File: config.mk
export PLATFORM = sky130hd
export DESIGN_NAME = quicksort_flat
export DESIGN_NICKNAME = d
export VERILOG_FILES = /design/src/rtl/quicksort_pkg.sv /design/src/rtl/quicksort_if.sv /design/src/rtl/quicksort_stack.sv /design/src/rtl/quicksort.sv /design/src/flat_wrapper.sv
export SDC_FILE = /design/constraint.sdc
export NUM_CORES = 1
export LEC_CHECK = 0
export ABC_AREA = 1
export CAP_MARGIN = 20
export CORE_ASPECT_RATIO = 0.6
export CORE_MARGIN = 1.5
export CORE_UTILIZATION = 40
export DETAILED_ROUTE_END_ITERATION = 8
export SLEW_MARGIN = 30
export SYNTH_ARGS = -nofsm -noshare
export SYNTH_HDL_FRONTEND = slang
export SYNTH_SLANG_ARGS = --single-unit
File: constraint.sdc
create_clock -name clock -period 6.76 [get_ports clock]
set_clock_uncertainty 0.15 [all_clocks]
set_input_delay 1.352 -clock clock [delete_from_list [all_inputs] [get_ports clock]]
set_output_delay 1.352 -clock clock [all_outputs]
set_load 0.03 [all_outputs]
File: src/rtl/quicksort_pkg.sv
// quicksort_pkg: shared widths, FSM state type and range-stack entry type
// for the iterative quicksort accelerator.
//   ELEM_W  - element width in bits
//   IDX_W   - index width in bits (covers up to 16 elements)
//   state_e - controller states
//   range_t - one (lo,hi) sub-range awaiting partitioning
package quicksort_pkg;

   localparam int ELEM_W = 4;
   localparam int IDX_W  = 4;

   typedef enum logic [2:0] {
      IDLE,
      POP,
      SCAN,
      PUSH,
      DONE
   } state_e;

   typedef struct packed {
      logic [IDX_W-1:0] lo;
      logic [IDX_W-1:0] hi;
   } range_t;

endpackage

File: src/rtl/quicksort_if.sv
// quicksort_if: request/result bundle between a controller and the sorter.
//   enable       - request level, held high for a whole job
//   array_in     - packed input elements, element 0 in the top nibble
//   lo_ind       - first index of the sort window (inclusive)
//   hi_ind       - last index of the sort window (inclusive)
//   array_valid  - result valid
//   sorted_array - packed result, same packing as array_in
interface quicksort_if import quicksort_pkg::*; #(
   parameter int ARR_WIDTH = 4
);

   logic                        enable;
   logic [ARR_WIDTH*ELEM_W-1:0] array_in;
   logic [IDX_W-1:0]            lo_ind;
   logic [IDX_W-1:0]            hi_ind;
   logic                        array_valid;
   logic [ARR_WIDTH*ELEM_W-1:0] sorted_array;

   modport master (
      output enable, array_in, lo_ind, hi_ind,
      input  array_valid, sorted_array
   );

   modport slave (
      input  enable, array_in, lo_ind, hi_ind,
      output array_valid, sorted_array
   );

endinterface

File: src/rtl/quicksort_stack.sv
// quicksort_stack: register LIFO of (lo,hi) ranges.
//   clk, rst - clock, asynchronous active-high reset (empties the stack)
//   clear_i  - synchronous empty, used when a job is abandoned
//   push_i   - push data_i
//   pop_i    - discard the top entry (never together with push_i)
//   data_i   - entry to push
//   top_o    - current top entry (valid when !empty_o)
//   empty_o  - no entries held
module quicksort_stack import quicksort_pkg::*; #(
   parameter int DEPTH = 4
) (
   input  logic   clk,
   input  logic   rst,
   input  logic   clear_i,
   input  logic   push_i,
   input  logic   pop_i,
   input  range_t data_i,
   output range_t top_o,
   output logic   empty_o
);

   localparam int SPW = $clog2(DEPTH + 1);

   // Storage is rounded up to a power of two so the pointer indexes it directly.
   range_t          mem_q [2**SPW];
   logic [SPW-1:0]  sp_q;

   always_ff @(posedge clk or posedge rst) begin
      if (rst) begin
         sp_q <= '0;
      end else if (clear_i) begin
         sp_q <= '0;
      end else if (push_i) begin
         sp_q <= sp_q + 1'b1;
      end else if (pop_i) begin
         sp_q <= sp_q - 1'b1;
      end
   end

   always_ff @(posedge clk) begin
      if (push_i && !clear_i) begin
         mem_q[sp_q] <= data_i;
      end
   end

   assign top_o   = mem_q[sp_q - 1'b1];
   assign empty_o = (sp_q == '0);

endmodule

File: src/rtl/quicksort.sv
// quicksort: iterative Lomuto quicksort over the window lo_ind..hi_ind of a
// packed array of ARR_WIDTH 4-bit unsigned elements.
//   clock, reset - clock, asynchronous active-high reset
//   bus          - quicksort_if slave: enable/array_in/lo_ind/hi_ind in,
//                  array_valid/sorted_array out
module quicksort import quicksort_pkg::*; #(
   parameter int ARR_WIDTH = 4
) (
   input  logic      clock,
   input  logic      reset,
   quicksort_if.slave bus
);

   localparam int               AW    = $clog2(ARR_WIDTH);
   localparam logic [IDX_W:0]   N_EXT = (IDX_W+1)'(ARR_WIDTH);
   localparam logic [IDX_W-1:0] LAST  = IDX_W'(ARR_WIDTH - 1);

   state_e                       state_q, state_d;
   logic [ELEM_W-1:0]            arr_q [ARR_WIDTH];
   logic [ELEM_W-1:0]            arr_d [ARR_WIDTH];
   logic [IDX_W-1:0]             lo_q, lo_d, hi_q, hi_d, i_q, i_d, j_q, j_d;
   logic [ELEM_W-1:0]            pivot_q, pivot_d;
   logic                         valid_q, valid_d;
   logic [ARR_WIDTH*ELEM_W-1:0]  sorted_q, sorted_d;

   logic   push, pop, clear, empty;
   range_t push_data, top;
   logic [IDX_W-1:0] hi_clamped;

   quicksort_stack #(.DEPTH(ARR_WIDTH)) u_stack (
      .clk     (clock),
      .rst     (reset),
      .clear_i (clear),
      .push_i  (push),
      .pop_i   (pop),
      .data_i  (push_data),
      .top_o   (top),
      .empty_o (empty)
   );

   assign hi_clamped = ({1'b0, bus.hi_ind} >= N_EXT) ? LAST : bus.hi_ind;

   always_comb begin
      state_d   = state_q;
      arr_d     = arr_q;
      lo_d      = lo_q;
      hi_d      = hi_q;
      i_d       = i_q;
      j_d       = j_q;
      pivot_d   = pivot_q;
      valid_d   = valid_q;
      sorted_d  = sorted_q;
      push      = 1'b0;
      pop       = 1'b0;
      clear     = 1'b0;
      push_data = '0;

      case (state_q)
         IDLE: begin
            valid_d = 1'b0;
            if (bus.enable) begin
               for (int unsigned k = 0; k < ARR_WIDTH; k++) begin
                  arr_d[AW'(k)] = bus.array_in[(ARR_WIDTH-k)*ELEM_W-1 -: ELEM_W];
               end
               push         = 1'b1;
               push_data.lo = bus.lo_ind;
               push_data.hi = hi_clamped;
               state_d      = POP;
            end
         end
         POP: begin
            if (empty) begin
               for (int unsigned k = 0; k < ARR_WIDTH; k++) begin
                  sorted_d[(ARR_WIDTH-k)*ELEM_W-1 -: ELEM_W] = arr_q[AW'(k)];
               end
               valid_d = 1'b1;
               state_d = DONE;
            end else begin
               pop = 1'b1;
               if (top.lo < top.hi) begin
                  lo_d    = top.lo;
                  hi_d    = top.hi;
                  i_d     = top.lo;
                  j_d     = top.lo;
                  pivot_d = arr_q[top.hi[AW-1:0]];
                  state_d = SCAN;
               end
            end
         end
         SCAN: begin
            if (j_q < hi_q) begin
               if (arr_q[j_q[AW-1:0]] <= pivot_q) begin
                  arr_d[i_q[AW-1:0]] = arr_q[j_q[AW-1:0]];
                  arr_d[j_q[AW-1:0]] = arr_q[i_q[AW-1:0]];
                  i_d = i_q + 1'b1;
               end
               j_d = j_q + 1'b1;
            end else begin
               arr_d[i_q[AW-1:0]] = arr_q[hi_q[AW-1:0]];
               arr_d[hi_q[AW-1:0]] = arr_q[i_q[AW-1:0]];
               // The upper range (i+1,h) is pushed here, alongside the final
               // swap, so PUSH needs only one stack write for (l,i-1) and the
               // pair still lands in the same order.
               if (i_q < hi_q) begin
                  push         = 1'b1;
                  push_data.lo = i_q + 1'b1;
                  push_data.hi = hi_q;
               end
               state_d = PUSH;
            end
         end
         PUSH: begin
            if (i_q > lo_q) begin
               push         = 1'b1;
               push_data.lo = lo_q;
               push_data.hi = i_q - 1'b1;
            end
            state_d = POP;
         end
         DONE: begin
            if (!bus.enable) begin
               valid_d = 1'b0;
               state_d = IDLE;
            end
         end
         default: state_d = IDLE;
      endcase

      // Dropping enable mid-job abandons it: no result, stack emptied.
      if (!bus.enable && state_q != IDLE && state_q != DONE) begin
         state_d  = IDLE;
         clear    = 1'b1;
         push     = 1'b0;
         pop      = 1'b0;
         valid_d  = 1'b0;
         sorted_d = sorted_q;
      end
   end

   always_ff @(posedge clock or posedge reset) begin
      if (reset) begin
         state_q  <= IDLE;
         lo_q     <= '0;
         hi_q     <= '0;
         i_q      <= '0;
         j_q      <= '0;
         pivot_q  <= '0;
         valid_q  <= 1'b0;
         sorted_q <= '0;
         for (int unsigned k = 0; k < ARR_WIDTH; k++) begin
            arr_q[AW'(k)] <= '0;
         end
      end else begin
         state_q  <= state_d;
         lo_q     <= lo_d;
         hi_q     <= hi_d;
         i_q      <= i_d;
         j_q      <= j_d;
         pivot_q  <= pivot_d;
         valid_q  <= valid_d;
         sorted_q <= sorted_d;
         arr_q    <= arr_d;
      end
   end

   assign bus.array_valid  = valid_q;
   assign bus.sorted_array = sorted_q;

endmodule

File: src/flat_wrapper.sv
// flat-port wrapper written by rule: the top's interface ports become plain ports
module quicksort_flat import quicksort_pkg::*;
#(
   parameter int ARR_WIDTH = 4
)
  (clock, reset, bus_enable, bus_array_in, bus_lo_ind, bus_hi_ind, bus_array_valid, bus_sorted_array);
  quicksort_if #(.ARR_WIDTH(ARR_WIDTH)) bus_i ();
  input  logic clock;
  input  logic reset;
  input wire logic [$bits(bus_i.enable)-1:0] bus_enable;
  input wire logic [$bits(bus_i.array_in)-1:0] bus_array_in;
  input wire logic [$bits(bus_i.lo_ind)-1:0] bus_lo_ind;
  input wire logic [$bits(bus_i.hi_ind)-1:0] bus_hi_ind;
  output wire logic [$bits(bus_i.array_valid)-1:0] bus_array_valid;
  output wire logic [$bits(bus_i.sorted_array)-1:0] bus_sorted_array;
  assign bus_i.enable = bus_enable;
  assign bus_i.array_in = bus_array_in;
  assign bus_i.lo_ind = bus_lo_ind;
  assign bus_i.hi_ind = bus_hi_ind;
  assign bus_array_valid = bus_i.array_valid;
  assign bus_sorted_array = bus_i.sorted_array;
  quicksort #(.ARR_WIDTH(ARR_WIDTH)) u_core (.clock(clock), .reset(reset), .bus(bus_i));
endmodule
==> results of run 1 <==
-- path summary, 6_finish.rpt --
check	end	slack (ns)
min in group asynchronous	u_core.state_q[2]	1.35
hold reg to reg	u_core.bus.sorted_array[11]	0.33
setup / recovery	u_core.lo_q[1]	2.40
max in group asynchronous	u_core.arr_q[1]	4.60
setup reg to reg	u_core.lo_q[1]	2.40
hold / removal	u_core.bus.sorted_array[11]	0.33
-- cell usage after synthesis (2+ instances only) --
| cell type | count | share of area, % |
|---|---|---|
| nand2_1 | 230 | 12 |
| inv_1 | 79 | 4.1 |
| o21ai_0 | 71 | 5.0 |
| nor2_1 | 67 | 3.5 |
| edfxtp_1 | 64 | 27 |
| dfrtp_1 | 59 | 21 |
| o22ai_1 | 47 | 4.1 |
| nand3_1 | 39 | 2.7 |
| ha_1 | 28 | 4.9 |
| a21oi_1 | 25 | 1.7 |
| o21ai_1 | 16 | 1.1 |
| inv_2 | 14 | 0.73 |
| buf_2 | 10 | 0.70 |
| clkbuf_1 | 9 | 0.47 |
| o21ai_2 | 9 | 1.1 |
| o221ai_1 | 8 | 0.98 |
| a21oi_2 | 7 | 0.86 |
| nand2_2 | 6 | 0.52 |
| nand4_1 | 6 | 0.52 |
| xnor2_1 | 5 | 0.61 |
| a211oi_1 | 4 | 0.42 |
| buf_6 | 4 | 0.63 |
| nor2_2 | 4 | 0.35 |
| o211ai_1 | 4 | 0.42 |
| buf_4 | 3 | 0.31 |
| nand2_4 | 3 | 0.47 |
| nand3_2 | 3 | 0.42 |
| nor3_1 | 3 | 0.21 |
| o31ai_1 | 3 | 0.31 |
| buf_1 | 2 | 0.10 |
| nor2_4 | 2 | 0.31 |
| nor2_8 | 2 | 0.56 |
-- per-stage QoR --
stage,util [%],hold WS [ns],area [µm²],setup WS [ns],cells
2_1_floorplan,-,0.2919,7162,3.353,848
3_3_place_gp,44.71,0.3092,7741,2.511,1099
3_5_place_dp,44.71,0.3215,7741,2.421,1099
5_1_grt,48.04,0.3511,8318,2.022,1131
4_1_cts,47.98,0.3368,8308,2.410,1131
6_report,48.04,0.3343,8318,2.404,1131
-- cells by family (layout without fill, tap and decap cells) --
kind of cell	count (synthesis)	count (layout)	synth area share, %
xor+xnor	8	8	1.188
fa+ha+maj	28	28	4.892
buf+inv	122	171	7.180
flops	123	123	47.45
simple gates	370	370	22.71
compound gates	197	197	16.58
-- state kept, by name (all words and copies together), names as in the netlist --
register and count:
u_core.hi_q 4, u_core.i_q 4, u_core.arr_q 16, u_core.u_stack.mem_q 64, u_core.j_q 4, u_core.state_q 3
u_core.lo_q 4, u_core.bus.sorted_array 16, u_core.pivot_q 4, u_core.bus.array_valid 1, u_core.u_stack.sp_q 3
-- per-layer routing --
layer / wire length (µm) / share of wire, % / up-vias / track usage (%)
li1: - / - / 2959 / -
met1: 10980 / 53 / 2890 / 38.65
met2: 7338 / 35 / 280 / 27.44
met3: 2444 / 12 / 9 / 7.766
met4: 112 / 0.54 / 0 / 4.457
met5: 0 / 0 / - / 0
-- final cells by class --
| class | count | area [µm²] | share of cell area, % |
|---|---|---|---|
| clock buffer | 17 | 425.4 | 5.114 |
| inverter | 94 | 355.3 | 4.272 |
| sequential | 123 | 3398 | 40.85 |
| clock inverter | 15 | 141.4 | 1.700 |
| multi-input combinational | 603 | 3259 | 39.18 |
| tap | 234 | 292.8 | 3.520 |
| timing repair buffer | 45 | 445.4 | 5.355 |
-- worst reg2reg max path: cells and delay by family, from the launching register on --
family | cells | cell delay (ns)
flops | 1 | 0.32
buf+inv | 3 | 0.92
simple gates | 2 | 0.75
fa+ha+maj | 2 | 1.07
compound gates | 5 | 1.01
==> results.py, run 1 <==
metrics = {
    "sta": {
        "fin_crit_sh_pct": 64.44,
        "rsz0062_at_grt": "no",
        "min_period_ns": 4.356,
        "worstMarginPinSlew_ns": 0.9105,
        "setup_viol": 0,
        "finalHoldViolations": 0,
        "clock.fmax_ghz": 0.2296,
        "final.setup.tns_ns": 0,
        "slew_violations": 0,
        "slew_headroom_pct": 39.08,
    },
    "drt": {
        "wl_per_cell_um": 18.46,
        "drt-total-wl_um": 20880,
        "ant_nets": 0,
        "first_pass_iters": 5,
        "drtIter0Drc": 746,
        "num_vias": 6138,
        "drc": 0,
        "vias_per_cell": 5.427,
    },
    "critical_path": {
        "critical_path_buf_inv_count": 3,
        "critPathTopFamily": "adder cells",
        "crit_chain": "buf_4 -> inv_4 -> ha_1 -> inv_2 -> o21ai_0 -> o22ai_1 -> o21ai_0 -> ha_1 -> a21oi_1 -> nand4_4 -> nor2_1 -> a21oi_2",
        "crit_path_end_kind": "flop",
        "cp_num_cells": 12,
        "reg2regPathDepth": 12,
        "critPathLaunchType": "flop",
        "cp_max_fo": 37,
        "critPathKind": "flop to flop",
        "worstReg2RegStart": "u_core.u_stack.sp_q[0]",
        "cp.arrival_ns": 4.49,
        "max_stage_delay_ns": 0.75,
        "startpoint": "u_core.u_stack.sp_q[0]",
        "required_ns": 6.89,
        "slowest_stage": "ha_1",
    },
    "grt": {
        "grt_max_degree": 60,
        "gr-total-overflow": 0,
        "grt_pass1_wl_um": 32550,
        "track_usage_pct": 23.20,
        "grt_pass1_vias": 5509,
        "antenna_found_initial": 0,
    },
    "synth": {
        "synth_edf_count": 64,
        "ys_seq_area_share_pct": 47.45,
        "synth_cells": 848,
        "syn-num-nets": 903,
        "ys.flop_type": "edfxtp_1",
        "ys_warn_count": 0,
        "synthArstFlopShare_pct": 47.97,
        "synth_area_mm2": 0.007162,
        "syn_area_per_cell_um2": 8.446,
        "yosys_register_bits": 123,
        "synth.distinct_cells": 44,
    },
    "clock_network": {
        "numCtsBuffers": 17,
        "clockBufferDepth": 2,
        "cts.clk_slew.worst_paths_ns": 0.06,
        "cts_resized": 0,
        "htree_levels": 4,
        "clock-root-buffer": "clkbuf_16",
        "cts_tree": "built",
        "cts_sinks": 123,
        "cts_hold_buf": 0,
        "clk_latency_ns": 0.42,
        "cts_setup_buffers": 0,
    },
    "placement": {
        "numPortBuffers": 43,
        "routabilityCongestion": 0.9992,
        "dpl.hpwl_um": 15110,
    },
    "die": {
        "die_w_um": 175.7,
        "core_area_mm2": 0.01731,
        "start_util_pct": 41.36,
        "row_count": 37,
        "io_pins": 44,
        "dieArea_mm2": 0.01874,
        "die_h_um": 106.6,
    },
    "finish": {
        "fin_nets": 939,
        "drive_gt1_share_pct": 10.93,
        "area_delta_synth_final_pct": 16.14,
        "final_common_cell": "nand2_1",
        "fill_cells": 1702,
        "antenna_cells": 0,
        "layout_common_cells": "229 x nand2_1, 78 x inv_1, 71 x o21ai_0",
    },
    "status": {
        "status": "finished clean",
    },
    "worst_hold_path": {
        "hp-class": "flop to flop",
        "holdPathStages": 2,
        "hold_start": "u_core.bus.sorted_array[11]",
    },
    "run": {
        "cap_violations": 0,
    },
}
Power of run 1 is left out: the tool's default activity adds up to more than one toggle a clock period on the data nets, which glitch-free logic cannot reach.
==> run 2: changes to the inputs <==
==> constraint.sdc (replaced) <==
create_clock -name clock -period 4.3 [get_ports clock]
set_clock_uncertainty 0.15 [all_clocks]
set_input_delay 0.86 -clock clock [delete_from_list [all_inputs] [get_ports clock]]
set_output_delay 0.86 -clock clock [all_outputs]
set_load 0.03 [all_outputs]
==> run 2 against run 1 <==
  * Utilization grew 0.54 points
  * Hold slack lost 0.0039 ns
  * Die area is the same
  * Worst setup slack lost 1.6 ns
  * Cell count grew 0.71%
  * Via count grew 2.1%
  * Non-clock buffer count grew 8
  * Global-route usage grew 1.1 points
  * Clock-buffer cell count is the same
  * Final area grew 1.1%
  * Critical endpoint is now u_core.lo_q[3]
  * Largest cell class unchanged
==> results.py, run 2 (synthesis results as in run 1) <==
metrics = {
    "grt": {
        "track_usage_pct": 24.32,
        "antenna_found_initial": 0,
        "gr-total-overflow": 0,
        "grt_pass1_vias": 5569,
        "grt_pass1_wl_um": 33550,
        "grt_max_degree": 45,
    },
    "placement": {
        "dpl.hpwl_um": 16420,
        "numPortBuffers": 43,
        "placed_cell_area_mm2": 0.007799,
        "routabilityCongestion": 0.9745,
    },
    "critical_path": {
        "slowest_stage": "nand4_4",
        "startpoint": "u_core.u_stack.sp_q[0]",
        "max_stage_delay_ns": 0.49,
        "critPathLaunchType": "flop",
        "cp_max_fo": 36,
        "endpoint": "u_core.lo_q[3]",
        "critPathKind": "flop to flop",
        "crit_path_end_kind": "flop",
        "required_ns": 4.45,
        "cp.arrival_ns": 3.69,
        "reg2regPathDepth": 12,
        "r2r_end": "u_core.lo_q[3]",
        "crit_chain": "inv_4 -> buf_4 -> ha_1 -> xor2_2 -> buf_4 -> nand2_1 -> nand2_1 -> ha_1 -> a21oi_1 -> nand4_4 -> nor2_1 -> a21oi_2",
        "rrSetupSlack_ns": 0.76,
        "worstReg2RegStart": "u_core.u_stack.sp_q[0]",
    },
    "clock_network": {
        "cts_sinks": 123,
        "cts_tree": "built",
        "htree_levels": 4,
        "clk_latency_ns": 0.43,
        "cts.clk_slew.worst_paths_ns": 0.06,
        "clock-root-buffer": "clkbuf_16",
        "cts_resized": 0,
        "numCtsBuffers": 17,
        "cts_setup_buffers": 0,
        "clockBufferDepth": 2,
        "cts_hold_buf": 0,
    },
    "finish": {
        "final_common_cell": "nand2_1",
        "area_delta_synth_final_pct": 17.45,
        "largest_register_ffs": 64,
        "layout_common_cells": "229 x nand2_1, 78 x inv_1, 71 x o21ai_0",
        "antenna_cells": 0,
        "drive_gt1_share_pct": 11.27,
        "fill_cells": 1675,
        "utilization_pct": 48.58,
        "largest_register": "u_core.u_stack.mem_q",
        "fin_nets": 947,
        "final_area_mm2": 0.008412,
    },
    "drt": {
        "num_vias": 6267,
        "drc": 0,
        "vias_per_cell": 5.502,
        "ant_nets": 0,
        "first_pass_iters": 6,
        "drtIter0Drc": 806,
        "wl_per_cell_um": 19.14,
        "drt-total-wl_um": 21800,
    },
    "sta": {
        "worstMarginPinSlew_ns": 1.053,
        "slew_violations": 0,
        "min_period_ns": 3.536,
        "final.setup.tns_ns": 0,
        "slew_headroom_pct": 29.81,
        "fin_crit_sh_pct": 82.23,
        "setup_viol": 0,
        "rsz0062_at_grt": "no",
        "clock.fmax_ghz": 0.2828,
        "finalHoldViolations": 0,
    },
    "worst_hold_path": {
        "hp-class": "flop to flop",
    },
    "die": {
        "row_count": 37,
        "die_w_um": 175.7,
        "io_pins": 44,
        "core_area_mm2": 0.01731,
        "start_util_pct": 41.36,
        "die_h_um": 106.6,
        "dieArea_mm2": 0.01874,
    },
    "run": {
        "cap_violations": 0,
    },
    "status": {
        "status": "finished clean",
    },
}
run 2: changes by cell type in the layout (fill, tap and decap cells not counted), sizes merged:
cell,change
buf,+8
clkinvlp,-2
bufinv,+1
inv,+1
run 2: area by class of cell:
cell class / count / area (µm²) / area share, %
clock inverter: 15 / 183.9 / 2.187
tap: 234 / 292.8 / 3.481
timing repair buffer: 53 / 503.0 / 5.979
sequential: 123 / 3398 / 40.40
multi-input combinational: 603 / 3252 / 38.66
inverter: 94 / 356.6 / 4.239
clock buffer: 17 / 425.4 / 5.057
run 2: worst min path at each step:
stage | start | to | slack [ns] | cells after the start
2_1_floorplan | u_core.arr_q[12] | u_core.arr_q[12] | 0.29 | 2
3_3_place_gp | u_core.arr_q[12] | u_core.arr_q[12] | 0.31 | 2
3_5_place_dp | u_core.arr_q[5] | u_core.arr_q[5] | 0.32 | 2
4_1_cts | u_core.arr_q[6] | u_core.arr_q[6] | 0.33 | 2
5_1_grt | u_core.bus.sorted_array[7] | u_core.bus.sorted_array[7] | 0.35 | 2
6_report | u_core.bus.sorted_array[15] | u_core.bus.sorted_array[15] | 0.33 | 2
run 2: through the flow:
| stage | hold WS, ns | std cells | worst slack, ns |
|---|---|---|---|
| global placement | 0.3075 | 1106 | 0.7402 |
| finish | 0.3304 | 1139 | 0.7642 |
| global route | 0.3482 | 1139 | 0.5289 |
| detailed placement | 0.3215 | 1107 | 0.7199 |
| floorplan | 0.2919 | 848 | 0.8929 |
| CTS | 0.3347 | 1139 | 0.8062 |
run 2: routing by layer:
metal / global-route usage [%] / vias to the layer above / share of wire, %
li1: - / 2979 / -
met1: 40.47 / 2914 / 52
met2: 27.47 / 359 / 34
met3: 8.901 / 15 / 13
met4: 6.227 / 0 / 0.81
met5: 0 / - / 0
run 2: worst max-delay path, delay by kind of cell (launching register included):
| family | cells | cell delay [ns] |
|---|---|---|
| and+or+nand+nor | 4 | 0.94 |
| buffers and inverters | 3 | 0.61 |
| adders and majority gates | 2 | 0.57 |
| AOI/OAI and AO/OA | 2 | 0.45 |
| xor gates and xnor gates | 1 | 0.28 |
| DFF | 1 | 0.41 |
Power of run 2 is left out for the same reason.
